$ cat src/rtl/dffp_share_arbiter.sv
// Round-robin arbiter that is the sole writer of a shared WIDTH-bit register bank.
// Optional requester lock (DFFP_SHARE_ARB_LOCK_EN) lets a granted requester keep the bank.

module dffp_share_arb_slot #(
  parameter int WIDTH = 8
) (
  input  logic             req_bit,
  input  logic             gnt_bit,
  input  logic             sel,
  input  logic [WIDTH-1:0] din,
  output logic             eff,
  output logic [WIDTH-1:0] dout
);
  // The requester being acked this cycle sits out one round.
  assign eff  = req_bit & ~gnt_bit;
  assign dout = sel ? din : '0;
endmodule

module dffp_share_arbiter #(
  parameter int NREQ  = 4,
  parameter int WIDTH = 8,
  parameter int IDW   = 2
) (
  input  logic                  clk,
  input  logic                  reset,
  input  logic [NREQ-1:0]       req,
`ifdef DFFP_SHARE_ARB_LOCK_EN
  input  logic [NREQ-1:0]       lock,
`endif
  input  logic [NREQ*WIDTH-1:0] din,
  output logic [NREQ-1:0]       gnt,
  output logic [WIDTH-1:0]      q,
  output logic [IDW-1:0]        last_id,
  output logic                  busy,
  output logic [7:0]            wr_count
);
  localparam int PW = (NREQ > 1) ? $clog2(NREQ) : 1;

  typedef enum logic [1:0] {
    IDLE  = 2'd0,
    GRANT = 2'd1
`ifdef DFFP_SHARE_ARB_LOCK_EN
    , LOCKED = 2'd2
`endif
  } state_t;

  state_t                  state_q, state_d;
  logic [PW-1:0]           ptr;
  logic [NREQ-1:0]         eff, sel;
  logic [NREQ*WIDTH-1:0]   dout_flat;
  logic [WIDTH-1:0]        wdata;
  logic                    win_vld, hold, take;
  logic [PW-1:0]           win_idx, take_idx, ptr_next;

  dffp_share_arb_slot #(.WIDTH(WIDTH)) u_slot [NREQ-1:0] (
    .req_bit (req),
    .gnt_bit (gnt),
    .sel     (sel),
    .din     (din),
    .eff     (eff),
    .dout    (dout_flat)
  );

  // Rotating first-set search starting at ptr.
  always_comb begin
    int t;
    t       = 0;
    win_vld = 1'b0;
    win_idx = '0;
    for (int k = 0; k < NREQ; k++) begin
      t = int'(ptr) + k;
      if (t >= NREQ) t = t - NREQ;
      if (!win_vld && eff[t]) begin
        win_vld = 1'b1;
        win_idx = PW'(t);
      end
    end
  end

`ifdef DFFP_SHARE_ARB_LOCK_EN
  // gnt is one-hot of last_id whenever nonzero, so this tests the acked requester only.
  assign hold = |(gnt & req & lock);
`else
  assign hold = 1'b0;
`endif

  assign take     = hold | win_vld;
  assign take_idx = hold ? last_id[PW-1:0] : win_idx;
  assign ptr_next = (take_idx == PW'(NREQ - 1)) ? '0 : take_idx + PW'(1);

  always_comb begin
    sel = '0;
    if (take) sel[take_idx] = 1'b1;
  end

  always_comb begin
    wdata = '0;
    for (int i = 0; i < NREQ; i++) wdata = wdata | dout_flat[i*WIDTH +: WIDTH];
  end

  always_ff @(posedge clk) begin
    if (reset) state_q <= IDLE;
    else       state_q <= state_d;
  end

  always_comb begin
    state_d = state_q;
    case (state_q)
      IDLE:    if (take) state_d = GRANT;
      default: state_d = take ? GRANT : IDLE;
    endcase
`ifdef DFFP_SHARE_ARB_LOCK_EN
    if (hold) state_d = LOCKED;
`endif
  end

  assign busy = (state_q != IDLE);

  always_ff @(posedge clk) begin
    if (reset) begin
      gnt      <= '0;
      q        <= '0;
      last_id  <= '0;
      wr_count <= '0;
      ptr      <= '0;
    end else begin
      gnt <= sel;
      if (take) begin
        q        <= wdata;
        last_id  <= IDW'(take_idx);
        wr_count <= wr_count + 8'd1;
        if (!hold) ptr <= ptr_next;
      end
    end
  end
endmodule
$ cat config.mk
export PLATFORM = sky130hd
export DESIGN_NAME = dffp_share_arbiter
export DESIGN_NICKNAME = d
export VERILOG_FILES = /design/src/rtl/dffp_share_arbiter.sv
export SDC_FILE = /design/constraint.sdc
export NUM_CORES = 1
export LEC_CHECK = 0
export BUFFER_PORTS_ARGS = -buffer_cell sky130_fd_sc_hd__buf_2
export CORE_UTILIZATION = 40
export CTS_CLUSTER_DIAMETER = 60
export DETAILED_ROUTE_END_ITERATION = 10
export HOLD_SLACK_MARGIN = 0.12
export MAX_ROUTING_LAYER = met4
export PLACE_DENSITY = 0.8
export SLEW_MARGIN = 25
export SYNTH_ARGS = -nofsm -noshare
export SYNTH_HDL_FRONTEND = slang
export SYNTH_SLANG_ARGS = --single-unit
$ cat constraint.sdc
create_clock -name clk -period 2.6 [get_ports clk]
set_input_delay 0.26 -clock clk [delete_from_list [all_inputs] [get_ports clk]]
set_output_delay 0.26 -clock clk [all_outputs]
set_load 0.01 [all_outputs]
==> results.sh, run 1 <==
export IMPL_ctsHoldBuffers=0
export IMPL_syn_area_mm2=0.00131
export IMPL_combPwrFrac_pct=48.1
export IMPL_seq_power_share_pct=39.7
export IMPL_fmax_mhz=437
export IMPL_cp_cell_sequence="nor3b_1 -> nor2_1 -> o211ai_1 -> inv_1 -> ha_1 -> a22o_1 -> a221oi_1 -> a211oi_2"
export IMPL_grt_usage_pct=19.0
export IMPL_cp_arrival_ns=2.48
export IMPL_final_cell_mix="buf_2 (60), dfxtp_1 (25), nor2_1 (13)"
export IMPL_worst_setup_path_type="reg -> reg"
export IMPL_fin_area_mm2=0.00162
export IMPL_synthToLayoutAreaGrowth_pct=24.2
export IMPL_clockBufferDepth=2
export IMPL_cap_violations=0
export IMPL_nNetsFinal=238
export IMPL_report_final_hold_viol_count=0
export IMPL_p_leak_uw=0.000749
export IMPL_switching_share_pct=38.2
export IMPL_mostFrequentLayoutCell="buf_2"
export IMPL_ant_nets=0
export IMPL_hold_start="din[16]"
export IMPL_synthFlopType="dfxtp_1"
export IMPL_drc=0
export IMPL_tns_ns=0
export IMPL_seq_area_frac_synth_pct=38.3
export IMPL_yosysWarnings=0
export IMPL_power_frac_clock_pct=12.2
export IMPL_rr_endpoint="q[3]"
export IMPL_ys_async_sr_fraction_pct=0
export IMPL_portBuffers=60
export IMPL_root_buffer="clkbuf_4"
export IMPL_required_ns=2.79
export IMPL_vdd_drop_max_uv=413
export IMPL_grt_max_degree=23
export IMPL_clk_latency_ns=0.31
export IMPL_synth_fp_nets=184
export IMPL_finalClockSkew_ns=0.0124
export IMPL_dr_total_vias=1247
export IMPL_core_area_mm2=0.00308
export IMPL_reg2reg_from="ptr[1]"
export IMPL_path_clk_slew_ns=0.14
export IMPL_hold_class="in -> reg"
export IMPL_min_to="q[0]"
export IMPL_finalCritPeriodShare_pct=88.0
export IMPL_numCtsBuffers=3
export IMPL_clkSinkCount=25
export IMPL_viasPerCell=5.24
export IMPL_dieArea_mm2=0.00350
export IMPL_initial_core_util_pct=42.4
export IMPL_synth_edf_count=0
export IMPL_firstDrtPassIters=4
export IMPL_worstSetupStartpointType="flip-flop"
export IMPL_slew_viol_final=0
export IMPL_nFillCells=313
export IMPL_drive_gt1_share_pct=40.7
export IMPL_ctsResizeCount=0
export IMPL_cp_num_buf_inv=1
export IMPL_tightest_slew_ns=0.503
export IMPL_post_place_ws_ns=0.358
export IMPL_reg2reg_depth=8
export IMPL_grt_pass1_vias=1167
export IMPL_placed_cell_area_mm2=0.00160
export IMPL_io_pins=61
export IMPL_slowest_delay_ns=0.38
export IMPL_avgSynthCellArea_um2=9.26
export IMPL_rows=20
export IMPL_wire_per_inst_um=12.4
export IMPL_cts_tree="yes"
export IMPL_p_int_uw=855
export IMPL_ys_types=34
export IMPL_drt_iter0_drc=25
export IMPL_dp_hpwl_mm=2.21
export IMPL_cts_max_level=1
export IMPL_period_needed_ns=2.29
export IMPL_crit_family="compound AO/OA/AOI/OAI gates"
export IMPL_grt_pass1_wl_mm=4.94
export IMPL_switching_power_uw=528
export IMPL_p_per_area_mw_per_mm2=852
export IMPL_gp_routability_congestion=0.764
export IMPL_hold_depth=3
export IMPL_synth_seq_cells=25
export IMPL_antenna_found_initial=0
export IMPL_synthCells=141
export IMPL_die_w_um=59.1
export IMPL_wirelength_mm=2.95
export IMPL_grt_overflow=0
export IMPL_setup_viol=0
export IMPL_postCtsSetupRepairBufs=0
export IMPL_fp_dieH_um=59.1
export IMPL_end_kind="flip-flop"
export IMPL_crit_slowest_cell="dfxtp_1"
export IMPL_relSlewSlack_pct=66.5
export IMPL_diodes=0
export IMPL_outcome="completed"
export IMPL_rsz0062_at_grt="no"
export IMPL_path_max_fanout=9
export IMPL_fin_ws_ns=0.313
export IMPL_worst_r2r_setup_slack_ns=0.31
## how the worst max path moves through the flow
stage	startpoint	to	slack, ns	depth (start not counted)
floorplan	ptr[1]	q[0]	0.51	9
global placement	req[2]	q[0]	0.40	9
detailed placement	ptr[1]	q[5]	0.36	8
CTS	ptr[1]	q[4]	0.33	8
global route	ptr[1]	q[3]	0.1	8
finish	ptr[1]	q[3]	0.31	8
## area by class of cell
| type | count | area (um^2) | share of cell area (%) |
|---|---|---|---|
| clock buffer | 4 | 26.3 | 1.62 |
| inverter | 3 | 11.3 | 0.694 |
| multi-input combinational | 100 | 714 | 44.0 |
| sequential | 25 | 500 | 30.8 |
| tap | 44 | 55.1 | 3.39 |
| timing repair buffer | 62 | 315 | 19.4 |
## cell families (layout without fill, tap and decap cells)
logic type | after synthesis | count (layout) | share of synthesized area [%]
and+or+nand+nor | 48 | 48 | 21.2
muxes | 1 | 1 | 0.862
buffers and inverters | 16 | 69 | 6.99
xor gates and xnor gates | 1 | 1 | 0.671
AOI/OAI and AO/OA | 45 | 45 | 27.2
DFF | 25 | 25 | 38.3
adders and majority gates | 5 | 5 | 4.79
## power groups by stage
stage               combinational, uW  sequential [uW]  clock [uW]
floorplan                         460              581           0
global placement                  659              553           0
detailed placement                664              555           0
CTS                               669              548         177
global route                      737              566         193
finish                            665              549         169
## metrics by stage
| stage | std cells | hold slack, ns | util, % | power [uW] |
|---|---|---|---|---|
| after global routing | 238 | 0.338 | 52.7 | 1500 |
| after global placement | 234 | 0.441 | 51.9 | 1210 |
| after CTS | 238 | 0.311 | 52.7 | 1390 |
| after detailed placement | 234 | 0.458 | 51.9 | 1220 |
| final | 238 | 0.322 | 52.7 | 1380 |
| after floorplan | 141 | 0.362 | - | 1040 |
## tightest hold or removal path: stages
cell	delay [ns]
buf_2	0.08
a221oi_1	0.07
a211oi_2	0.19
## flip-flops by register name (all words and copies together), names as in the netlist
register / count
last_id: 2
q: 8
wr_count: 8
gnt: 4
ptr: 2
state_q: 1
## cells in the mapped netlist, types with 3 or more instances
| cell | count | area [um^2] |
|---|---|---|
| nand3_1 | 3 | 15.0 |
| a221oi_1 | 8 | 70.1 |
| nor2b_1 | 4 | 25.0 |
| buf_4 | 4 | 30.0 |
| a211oi_2 | 8 | 100 |
| ha_1 | 5 | 62.6 |
| and2_1 | 4 | 25.0 |
| nor2_1 | 13 | 48.8 |
| nand2_1 | 7 | 26.3 |
| or3_1 | 6 | 37.5 |
| o21ai_0 | 5 | 25.0 |
| a21oi_1 | 11 | 55.1 |
| clkbuf_1 | 4 | 15.0 |
| inv_1 | 3 | 11.3 |
| dfxtp_1 | 25 | 500 |
| a22o_1 | 8 | 70.1 |
## routing by layer
metal  GRT usage, %  up-vias  part of all wire, %
met5              -        -                    0
met3           3.93        2                  5.9
li1               -      624                    -
met2           30.4       54                   46
met4           6.12        0                 0.64
met1           24.0      567                   47
Note: power is estimated with default switching activity, not from simulation.
==> run 2: changes to the inputs <==
- CORE_MARGIN: default -> 10
- PLACE_DENSITY: 0.8 -> 0.7
==> results.sh, run 2 (synthesis gave the netlist of run 1 again) <==
export IMPL_grt_usage_pct=11.8
export IMPL_end_kind="flip-flop"
export IMPL_fin_ws_ns=0.297
export IMPL_cap_violations=0
export IMPL_p_leak_uw=0.000752
export IMPL_ctsHoldBuffers=0
export IMPL_rows=20
export IMPL_period_needed_ns=2.30
export IMPL_relSlewSlack_pct=66.8
export IMPL_postCtsSetupRepairBufs=0
export IMPL_dr_total_vias=1243
export IMPL_cp_arrival_ns=2.50
export IMPL_dp_hpwl_mm=2.76
export IMPL_grt_pass1_vias=1366
export IMPL_vdd_drop_max_uv=391
export IMPL_path_max_fanout=9
export IMPL_io_pins=61
export IMPL_fp_dieH_um=77.1
export IMPL_final_cell_mix="buf_2 (60), dfxtp_1 (25), nor2_1 (13)"
export IMPL_reg2reg_from="ptr[1]"
export IMPL_fin_area_mm2=0.00162
export IMPL_cts_tree="yes"
export IMPL_antenna_found_initial=0
export IMPL_hold_class="in -> reg"
export IMPL_dieArea_mm2=0.00595
export IMPL_post_place_ws_ns=0.330
export IMPL_hold_start="din[21]"
export IMPL_finalCritPeriodShare_pct=88.6
export IMPL_report_final_hold_viol_count=0
export IMPL_finalClockSkew_ns=0.00425
export IMPL_crit_start="ptr[1]"
export IMPL_required_ns=2.80
export IMPL_clkSinkCount=25
export IMPL_portBuffers=60
export IMPL_gp_routability_congestion=0.730
export IMPL_tns_ns=0
export IMPL_utilization_pct=52.8
export IMPL_mostFrequentLayoutCell="buf_2"
export IMPL_wire_per_inst_um=14.7
export IMPL_die_w_um=77.1
export IMPL_worst_setup_path_type="reg -> reg"
export IMPL_worstSetupStartpointType="flip-flop"
export IMPL_outcome="completed"
export IMPL_nFillCells=296
export IMPL_placed_cell_area_mm2=0.00160
export IMPL_grt_pass1_wl_mm=5.88
export IMPL_nNetsFinal=238
export IMPL_slew_viol_final=0
export IMPL_ctsResizeCount=0
export IMPL_wirelength_mm=3.50
export IMPL_drc=0
export IMPL_path_clk_slew_ns=0.14
export IMPL_fmax_mhz=434
export IMPL_dp_cells=234
export IMPL_hold_depth=3
export IMPL_drt_iter0_drc=71
export IMPL_reg_top3="q x8, wr_count x8, gnt x4"
export IMPL_setup_viol=0
export IMPL_grt_max_degree=23
export IMPL_final_cells=238
export IMPL_numCtsBuffers=3
export IMPL_viasPerCell=5.22
export IMPL_clockBufferDepth=2
export IMPL_drive_gt1_share_pct=41.2
export IMPL_root_buffer="clkbuf_4"
export IMPL_grt_overflow=0
export IMPL_reg2reg_depth=8
export IMPL_cts_max_level=1
export IMPL_clk_latency_ns=0.31
export IMPL_tightest_slew_ns=0.498
export IMPL_ant_nets=0
export IMPL_p_per_area_mw_per_mm2=859
export IMPL_rsz0062_at_grt="no"
export IMPL_diodes=0
export IMPL_initial_core_util_pct=42.4
export IMPL_synthToLayoutAreaGrowth_pct=24.3
export IMPL_core_area_mm2=0.00308
export IMPL_firstDrtPassIters=4
-- run 2: changes by cell type in the layout (fill, tap and decap cells not counted) --
cell      before  now
clkinv_2       0    1
clkbuf_1       1    0
-- run 2: final cells by class --
type / instances / area (um^2) / share of cell area (%)
multi-input combinational: 100 / 714 / 44.0
sequential: 25 / 500 / 30.8
timing repair buffer: 62 / 315 / 19.4
tap: 44 / 55.1 / 3.39
clock buffer: 3 / 22.5 / 1.39
inverter: 3 / 11.3 / 0.693
clock inverter: 1 / 5.00 / 0.308
-- run 2: metal layers --
metal	wire (um)	global-route usage (%)	vias up	share of wire [%]
met3	163	3.03	4	4.7
met5	0	-	-	0
met2	1640	19.5	44	47
met4	42	3.83	0	1.2
li1	-	-	620	-
met1	1660	13.7	575	47
-- run 2: critical path, cell delays in order, from the launching register on --
cell and delay (ns):
dfxtp_1 0.39, nor3b_1 0.27, nor2_1 0.07, o211ai_1 0.35
inv_1 0.12, ha_1 0.35, a22o_1 0.28, a221oi_1 0.26
a211oi_2 0.11
-- run 2: power breakdown --
part	total [uW]	switching, uW	internal [uW]
logic	674	358	316
registers	549	70.0	479
clock network	172	115	57.5
total	1400	543	853
-- run 2: final timing paths --
kind | to | slack, ns
setup / recovery | q[4] | 0.30
hold / removal | q[5] | 0.31
setup reg to reg | q[4] | 0.30
hold reg to reg | last_id[1] | 0.46
-- run 2: per-stage QoR --
stage | hold slack (ns) | power [uW]
3_3_place_gp | 0.446 | 1210
2_1_floorplan | 0.362 | 1040
5_1_grt | 0.309 | 1510
4_1_cts | 0.302 | 1420
6_report | 0.313 | 1400
3_5_place_dp | 0.446 | 1240
